<file path="config.mk">
export PLATFORM = sky130hd
export DESIGN_NAME = word_assembler
export DESIGN_NICKNAME = d
export VERILOG_FILES = /design/src/rtl/uart_pkg.sv /design/src/rtl/word_hold_reg.sv /design/src/rtl/word_assembler.sv
export SDC_FILE = /design/constraint.sdc
export NUM_CORES = 1
export LEC_CHECK = 0
export CORE_MARGIN = 8
export CORE_UTILIZATION = 45
export DETAILED_ROUTE_END_ITERATION = 10
export GPL_TIMING_DRIVEN = 0
export PLACE_DENSITY = 0.74
export REMOVE_ABC_BUFFERS = 1
export SKIP_CTS_REPAIR_TIMING = 1
export SLEW_MARGIN = 5
export SYNTH_ARGS = -nofsm -noshare
export SYNTH_HDL_FRONTEND = slang
export SYNTH_SLANG_ARGS = --single-unit
</file>
<file path="constraint.sdc">
create_clock -name clk -period 1.24 [get_ports clk]
set_input_delay 0.248 -clock clk [delete_from_list [all_inputs] [get_ports clk]]
set_output_delay 0.248 -clock clk [all_outputs]
set_load 0.05 [all_outputs]
</file>
<file path="src/rtl/uart_pkg.sv">
// uart_pkg: shared assembler state codes, count width and byte-slot mapping.
package uart_pkg;
  localparam logic ASM_IDLE    = 1'b0;
  localparam logic ASM_COLLECT = 1'b1;
  localparam int MAX_BYTES = 8;
  // Sized for the largest supported word so every NUM_BYTES in 2..8 fits.
  localparam int CNT_W = $clog2(MAX_BYTES);
  function automatic int slot_idx(input int k, input int num_bytes, input bit msb_first);
    return msb_first ? num_bytes - 1 - k : k;
  endfunction
endpackage

</file>
<file path="src/rtl/word_hold_reg.sv">
// word_hold_reg: output holding register with ready/valid drain and dropped-word detect.
module word_hold_reg #(
  parameter int W = 16
) (
  input  logic         clk,
  input  logic         reset_n,
  input  logic         load,
  input  logic [W-1:0] word,
  input  logic         out_ready,
  input  logic         ovf_clr,
  output logic [W-1:0] out,
  output logic         out_valid,
  output logic         overflow
);
  logic take;
  assign take = load && (!out_valid || out_ready);
  always_ff @(posedge clk or negedge reset_n)
    if (!reset_n) begin
      out       <= '0;
      out_valid <= 1'b0;
      overflow  <= 1'b0;
    end else begin
      out       <= take ? word : out;
      out_valid <= take || (out_valid && !out_ready);
      overflow  <= (load && !take) || (overflow && !ovf_clr);
    end
endmodule

</file>
<file path="src/rtl/word_assembler.sv">
// word_assembler: packs NUM_BYTES received bytes into a registered ready/valid word.
// Optional partial-word idle timeout is built only when ASM_TIMEOUT_EN is defined.
module word_assembler
  import uart_pkg::*;
#(
  parameter int BYTE_W    = 8,
  parameter int NUM_BYTES = 2,
  parameter int MSB_FIRST = 1,
  parameter int TIMEOUT   = 1024
) (
  input  logic                        clk,
  input  logic                        reset_n,
  input  logic [BYTE_W-1:0]           data_in,
  input  logic                        valid,
  output logic [BYTE_W*NUM_BYTES-1:0] out,
  output logic                        out_valid,
  input  logic                        out_ready,
  output logic                        overflow,
  input  logic                        ovf_clr,
  output logic                        timeout_err
);
  localparam int W = BYTE_W * NUM_BYTES;
  if (NUM_BYTES < 2 || NUM_BYTES > MAX_BYTES || TIMEOUT < 2) begin : g_bad_cfg
    $error("word_assembler: unsupported parameter set");
  end
  logic             state, state_nxt;
  logic [CNT_W-1:0] cnt, cnt_nxt;
  logic [W-1:0]     acc, acc_nxt, byte_sh;
  logic             last, expire;
  assign last = valid && cnt == CNT_W'(NUM_BYTES - 1);
  always_ff @(posedge clk or negedge reset_n)
    if (!reset_n) begin
      state <= ASM_IDLE;
      cnt   <= '0;
      acc   <= '0;
    end else begin
      state <= state_nxt;
      cnt   <= cnt_nxt;
      acc   <= acc_nxt;
    end
  always_comb begin
    state_nxt = valid ? (last ? ASM_IDLE : ASM_COLLECT) : (expire ? ASM_IDLE : state);
    cnt_nxt   = valid ? (last ? '0 : cnt + CNT_W'(1)) : (expire ? '0 : cnt);
  end
  // A word that starts from IDLE begins from zero so unfilled slots read 0.
  always_comb begin
    byte_sh = {{(W - BYTE_W){1'b0}}, data_in} << (BYTE_W * slot_idx(int'(cnt), NUM_BYTES, MSB_FIRST != 0));
    acc_nxt = valid ? ((state == ASM_IDLE ? '0 : acc) | byte_sh) : acc;
  end
  word_hold_reg #(.W(W)) u_hold (
    .clk      (clk),
    .reset_n  (reset_n),
    .load     (last),
    .word     (acc_nxt),
    .out_ready(out_ready),
    .ovf_clr  (ovf_clr),
    .out      (out),
    .out_valid(out_valid),
    .overflow (overflow)
  );
`ifdef ASM_TIMEOUT_EN
  localparam int IW = $clog2(TIMEOUT);
  logic [IW-1:0] idle;
  // A byte on the expiry cycle wins: expire needs valid low.
  assign expire = state == ASM_COLLECT && !valid && idle == IW'(TIMEOUT - 1);
  always_ff @(posedge clk or negedge reset_n)
    if (!reset_n) begin
      idle        <= '0;
      timeout_err <= 1'b0;
    end else begin
      idle        <= (valid || state == ASM_IDLE || expire) ? '0 : idle + IW'(1);
      timeout_err <= expire;
    end
`else
  assign expire      = 1'b0;
  assign timeout_err = 1'b0;
`endif
endmodule

</file>
==> results of run 1 <==
==> cells in the final DEF (no fill, tap or decap), drive strengths merged <==
cell	n
nor4b	1
a22o	8
inv	1
dfrtp	38
nand2	27
and4bb	1
conb	1
nor2	4
clkinv	2
and2b	1
xor2	2
a21oi	8
nand2b	2
dlymetal6s2s	1
nand4bb	2
clkdlybuf4s50	10
o22ai	1
bufinv	1
o21ai	32
ha	1
clkbuf	12
mux2i	1
buf	21
==> where the power goes <==
group | internal [mW] | total, mW | leakage (nW) | switching (mW)
clock network | 0.418 | 0.816 | 0.0450 | 0.399
logic | 1.01 | 2.73 | 0.429 | 1.71
registers | 1.80 | 2.14 | 0.472 | 0.343
==> logic make-up after synthesis <==
family / after synthesis / share of synthesized area, %
flip-flops: 38 / 61.69
other: 1 / 0.2433
XOR/XNOR: 2 / 1.137
buffers and inverters: 11 / 4.869
adder cells (fa/ha/maj): 1 / 0.8116
AND/OR/NAND/NOR: 37 / 12.66
AO/OA/AOI/OAI: 49 / 17.94
multiplexers: 1 / 0.6494
==> cell usage after synthesis (2+ instances only) <==
| library cell | count |
|---|---|
| dfrtp_1 | 38 |
| buf_6 | 2 |
| nand2_1 | 26 |
| buf_2 | 3 |
| o21ai_1 | 12 |
| nor2_1 | 4 |
| a21oi_1 | 8 |
| nand2b_1 | 2 |
| xor2_1 | 2 |
| buf_4 | 4 |
| o21ai_0 | 20 |
| a22o_1 | 8 |
==> flip-flops by register name, summed over array words and instances, names as in the netlist <==
signal            cells
cnt                   3
state                 1
u_hold.overflow       1
u_hold.out_valid      1
acc                  16
u_hold.out           16
==> critical path, stage by stage, from the launching register on <==
cell and delay (ps):
dfrtp_2 470, and4bb_4 450, buf_4 150, buf_4 90, nor2_1 30
==> worst paths after layout <==
check                              from               to  cells after the start
worst min register to register  acc[11]          acc[11]                      2
max in group asynchronous       reset_n           cnt[0]                      1
min in group clk                ovf_clr  u_hold.overflow                      2
worst max register to register   cnt[1]           cnt[1]                      4
worst min-delay path            reset_n    u_hold.out[8]                      1
worst max-delay path             cnt[1]           cnt[1]                      4
==> metrics by stage <==
step	power, mW	cell area, µm²	hold WS [ps]
finish	5.683	2007	-16.20
global route	6.039	2007	39.61
CTS	5.381	1901	2.553
detailed placement	4.581	1823	380.4
global placement	4.493	1828	443.0
floorplan	3.729	1470	-47.59
==> per-layer routing <==
layer,vias to the layer above,global-route usage [%]
li1,562,-
met1,589,15.24
met2,40,19.55
met3,4,3.774
met4,0,6.304
met5,-,0
==> final cells by class <==
class / count / share of cell area, %
flip-flops and latches: 38 / 47.57
clock inverters: 3 / 1.995
clock buffers: 5 / 1.870
multi-input cells: 92 / 29.11
repair buffers: 39 / 16.40
well taps: 46 / 2.868
inverters: 1 / 0.1870
==> results.py, run 1 <==
metrics = {
    "sta": {
        "slew_headroom_pct": 46.52,
        "finalHoldViolCount": 38,
        "timing.final.crit_share_pct": 104.1,
        "setup_ws_ps": -50.54,
        "setup_viol": 29,
        "whs_ps": -16.20,
        "period_minus_slack_ps": 1291,
        "clock_skew_ps": 6.902,
        "worst_pin_slew_ps": 802.1,
        "report.final.slew_viol_count": 0,
        "grt_setup_unrepaired": "true",
        "fin_tns_setup_ps": -614.0,
        "max_freq_mhz": 774.9,
    },
    "global_route": {
        "grt_pass1_vias": 1079,
        "grt_pass1_wl_mm": 5.250,
        "antenna_found_initial": 0,
        "grt_start_max_net_pins": 39,
        "grt_usage_pct": 12.51,
        "overflow": 0,
    },
    "layout": {
        "multi_input_area_um2": 584.3,
        "layoutNonFillerInstCount": 224,
        "antennaDiodeCount": 0,
        "nNetsFinal": 191,
        "nFillCells": 297,
        "regArea_um2": 954.7,
        "area_delta_synth_final_pct": 30.19,
        "drive_gt1_share_pct": 26.97,
        "fin_util_pct": 60.62,
    },
    "synth": {
        "yosys-top-cells-area": "dfrtp_1 (62%), o21ai_0 (6.5%), nand2_1 (6.3%)",
        "synth-main-ff-cell": "dfrtp_1",
        "synth_area_um2": 1541,
        "yosys.area.top_type_share_pct": 61.69,
        "synth_cells": 140,
        "ys_ff_latch": 38,
        "async_reset_ff_share_pct": 100.0,
        "ys_warn_count": 0,
        "synth_area_leader_cell": "dfrtp_1",
        "synth_cell_types": 23,
        "ys_seq_area_share_pct": 61.69,
        "syn_avg_cell_area_um2": 11.01,
        "synth_edf_count": 0,
    },
    "clock_tree": {
        "numClockSinks": 38,
        "cts_root_buf": "clkbuf_4",
        "clock_latency_ps": 340,
        "cts_buffers": 5,
        "h-tree-depth": 2,
        "clock_path_buffers": 2,
        "cts_tree": "built",
        "clk_pin_slew_ps": 110,
    },
    "setup_path": {
        "critPathLaunchType": "flop",
        "critical_path_class": "reg2reg",
        "critPathRequiredTime_ps": 1480,
        "cp.arrival_ps": 1530,
        "rrSetupSlack_ps": -50,
        "critPathMaxFanout": 6,
        "crit_path_end_kind": "flop",
    },
    "placement": {
        "pre_cts_slack_ps": -1016,
        "placedCellCount": 206,
        "gp_congestion": 0.7453,
        "port_buffers": 30,
        "dp_hpwl_mm": 2.111,
    },
    "detailed_routing": {
        "wl_per_cell_um": 15.88,
        "drt_pass1_iterations": 4,
        "via_per_inst": 5.335,
        "wl_mm": 3.556,
        "initialDrtViolationCount": 134,
        "top_layer_used": "met4",
        "vias": 1195,
        "antenna_left": 0,
        "drc": 0,
        "wl_met3_um": 272,
        "wl_met2_mm": 1.715,
        "wl_met1_mm": 1.533,
    },
    "floorplanning": {
        "die_y_um": 74.53,
        "initial_core_util_pct": 46.56,
        "rows": 21,
        "dieArea_um2": 5554,
        "design.core.area_um2": 3311,
        "die_w_um": 74.53,
        "num_io_pins": 32,
    },
    "run_status": {
        "violations": "hold timing, setup timing",
        "status": "finished, violations left",
    },
    "power_and_ir_drop": {
        "power_density_nw_per_um2": 2832,
        "max-vdd-ir-drop_mv": 1.679,
        "p_leak_nw": 0.9459,
    },
    "min_path": {
        "hold_class": "in2async",
    },
    "flow_run": {
        "cap_violations": 0,
    },
}
No activity file was read; power rests on OpenSTA's default activity.
==> run 2, diff against run 1 <==
--- a/config.mk
+++ b/config.mk
@@ -12,7 +12,6 @@
 export PLACE_DENSITY = 0.74
 export REMOVE_ABC_BUFFERS = 1
 export SKIP_CTS_REPAIR_TIMING = 1
-export SLEW_MARGIN = 5
 export SYNTH_ARGS = -nofsm -noshare
 export SYNTH_HDL_FRONTEND = slang
 export SYNTH_SLANG_ARGS = --single-unit
==> results of run 2 <==
Same layout as run 1: the final DEF is identical, and so are final timing and power.
==> run 3, diff against run 2 <==
--- a/config.mk
+++ b/config.mk
@@ -5,10 +5,13 @@
 export SDC_FILE = /design/constraint.sdc
 export NUM_CORES = 1
 export LEC_CHECK = 0
+export CELL_PAD_IN_SITES_DETAIL_PLACEMENT = 1
+export CELL_PAD_IN_SITES_GLOBAL_PLACEMENT = 1
 export CORE_MARGIN = 8
-export CORE_UTILIZATION = 45
+export CORE_UTILIZATION = 35
 export DETAILED_ROUTE_END_ITERATION = 10
 export GPL_TIMING_DRIVEN = 0
+export MAX_ROUTING_LAYER = met4
 export PLACE_DENSITY = 0.74
 export REMOVE_ABC_BUFFERS = 1
 export SKIP_CTS_REPAIR_TIMING = 1
==> run 3 against run 2 <==
Compared with the run above:
- the flow finishes with violations (setup timing)
- die area grew 22%
- cell count grew 5.4%
- fmax shrank 3.6%
- worst setup slack lost 48 ps
- critical path type is now in2reg
- via count grew 2.0%
- flip-flop and latch count is the same
- hold slack gained 79 ps
- sequential share of layout area shrank 1.6 points
- clock skew shrank 0.80 ps
- largest power group unchanged
- global-route usage shrank 0.31 points
==> results.py, run 3 (synthesis gave the netlist of run 1 again) <==
metrics = {
    "floorplanning": {
        "dieArea_um2": 6784,
        "design.core.area_um2": 4294,
        "die_w_um": 82.37,
        "num_io_pins": 32,
        "initial_core_util_pct": 35.90,
        "die_y_um": 82.37,
        "rows": 24,
    },
    "clock_tree": {
        "cts_root_buf": "clkbuf_8",
        "clock_path_buffers": 2,
        "clock_latency_ps": 290,
        "cts_buffers": 5,
        "numClockSinks": 38,
        "cts_tree": "built",
        "clk_pin_slew_ps": 70,
        "h-tree-depth": 2,
    },
    "setup_path": {
        "crit_path_frequent_cell": "buf_4",
        "critical_path_class": "in2reg",
        "critPathMaxFanout": 10,
        "crit_chain": "dlymetal6s2s_1 -> and4bb_4 -> buf_4 -> buf_4 -> a22o_1",
        "crit_path_max_incr_delay_ps": 510,
        "cp.arrival_ps": 1570,
        "critical-path-top-delay-family": "buffers and inverters",
        "critPathRequiredTime_ps": 1470,
        "critPathBufInv": 3,
        "crit_slowest_cell": "dlymetal6s2s_1",
        "crit_path_end_kind": "flop",
        "critPathLaunchType": "input pin",
    },
    "placement": {
        "dp_hpwl_mm": 2.535,
        "port_buffers": 30,
        "gp_congestion": 0.7037,
    },
    "min_path": {
        "hold_class": "in2async",
    },
    "sta": {
        "setup_viol": 28,
        "worst_pin_slew_ps": 860.7,
        "clock_skew_ps": 6.106,
        "slew_headroom_pct": 42.62,
        "period_minus_slack_ps": 1339,
        "finalHoldViolCount": 0,
        "whs_ps": 63.10,
        "setup_ws_ps": -98.82,
        "max_freq_mhz": 746.9,
        "grt_setup_unrepaired": "true",
        "report.final.slew_viol_count": 0,
        "timing.final.crit_share_pct": 108.0,
    },
    "global_route": {
        "overflow": 0,
        "grt_start_max_net_pins": 39,
        "grt_pass1_wl_mm": 6.003,
        "antenna_found_initial": 0,
        "grt_pass1_vias": 1192,
        "grt_usage_pct": 12.20,
    },
    "layout": {
        "antennaDiodeCount": 0,
        "drive_gt1_share_pct": 31.52,
        "layout_commonest_cell": "dfrtp_1",
        "multi_input_area_um2": 626.9,
        "reg_top3": "acc: 16 flops, u_hold.out: 16 flops, cnt: 3 flops",
        "fin_util_pct": 48.37,
        "layout_common_cells": "dfrtp_1 (35), nand2_1 (26), o21ai_1 (18), clkbuf_2 (17), clkdlybuf4s50_1 (10)",
        "area_delta_synth_final_pct": 34.74,
        "nFillCells": 472,
        "regArea_um2": 954.7,
        "nNetsFinal": 197,
    },
    "detailed_routing": {
        "via_per_inst": 5.165,
        "wl_met2_mm": 2.184,
        "initialDrtViolationCount": 36,
        "drc": 0,
        "wl_met1_mm": 1.833,
        "top_layer_used": "met4",
        "wl_per_cell_um": 18.27,
        "antenna_left": 0,
        "wl_mm": 4.311,
        "wl_met3_um": 198,
        "drt_pass1_iterations": 3,
        "vias": 1219,
    },
    "power_and_ir_drop": {
        "max-vdd-ir-drop_mv": 0.5771,
        "power_density_nw_per_um2": 2836,
        "p_leak_nw": 0.9717,
    },
    "flow_run": {
        "cap_violations": 0,
    },
    "run_status": {
        "violations": "setup timing",
        "status": "finished, violations left",
    },
}
==> run 3: changes by cell type in the layout (fill, tap and decap cells not counted), moves of 3 or more <==
cell      previous run  this run
clkbuf_2             0        17
clkbuf_4            12         0
buf_4               15         8
clkbuf_8             0         6
buf_6                1         6
o21ai_2              2         5
==> run 3: worst paths after layout <==
check | startpoint | end | slack (ps) | depth (start not counted)
worst max register to register | cnt[1] | acc[1] | -90 | 4
min in group clk | acc[8] | acc[8] | 470 | 2
worst min register to register | acc[8] | acc[8] | 470 | 2
worst max-delay path | valid | acc[1] | -100 | 5
worst min-delay path | reset_n | acc[8] | 60 | 1
max in group asynchronous | reset_n | cnt[0] | 570 | 1
==> run 3: stage by stage <==
stage               setup slack, ps  area (µm²)  setup TNS [ps]  total power [mW]  std cells
detailed placement           -990.4        1831          -31570             4.650        212
finish                       -98.82        2077          -888.2             5.891        236
global placement             -875.9        1836          -60600             4.487        212
CTS                          -677.9        1922          -25370             5.537        220
global route                 -136.7        2077           -2350             6.244        236
floorplan                    -86.42        1470           -1220             3.729        130
==> run 3: layout make-up <==
type                    count  share of cell area, %
flip-flops and latches     38                  45.96
multi-input cells          93                  30.18
repair buffers             44                  16.14
clock buffers               7                  4.157
well taps                  52                  3.133
clock inverters             1                 0.2410
inverters                   1                 0.1807
==> run 3: where the power goes <==
part	internal, mW	switching, mW
clock network	0.448	0.426
logic	1.01	1.84
registers	1.80	0.364
total	3.26	2.63
==> run 3: layer usage <==
metal / vias up / GRT usage, %
met4: 0 / 6.140
met5: - / -
met1: 616 / 13.33
met3: 7 / 3.355
met2: 27 / 19.97
li1: 569 / -
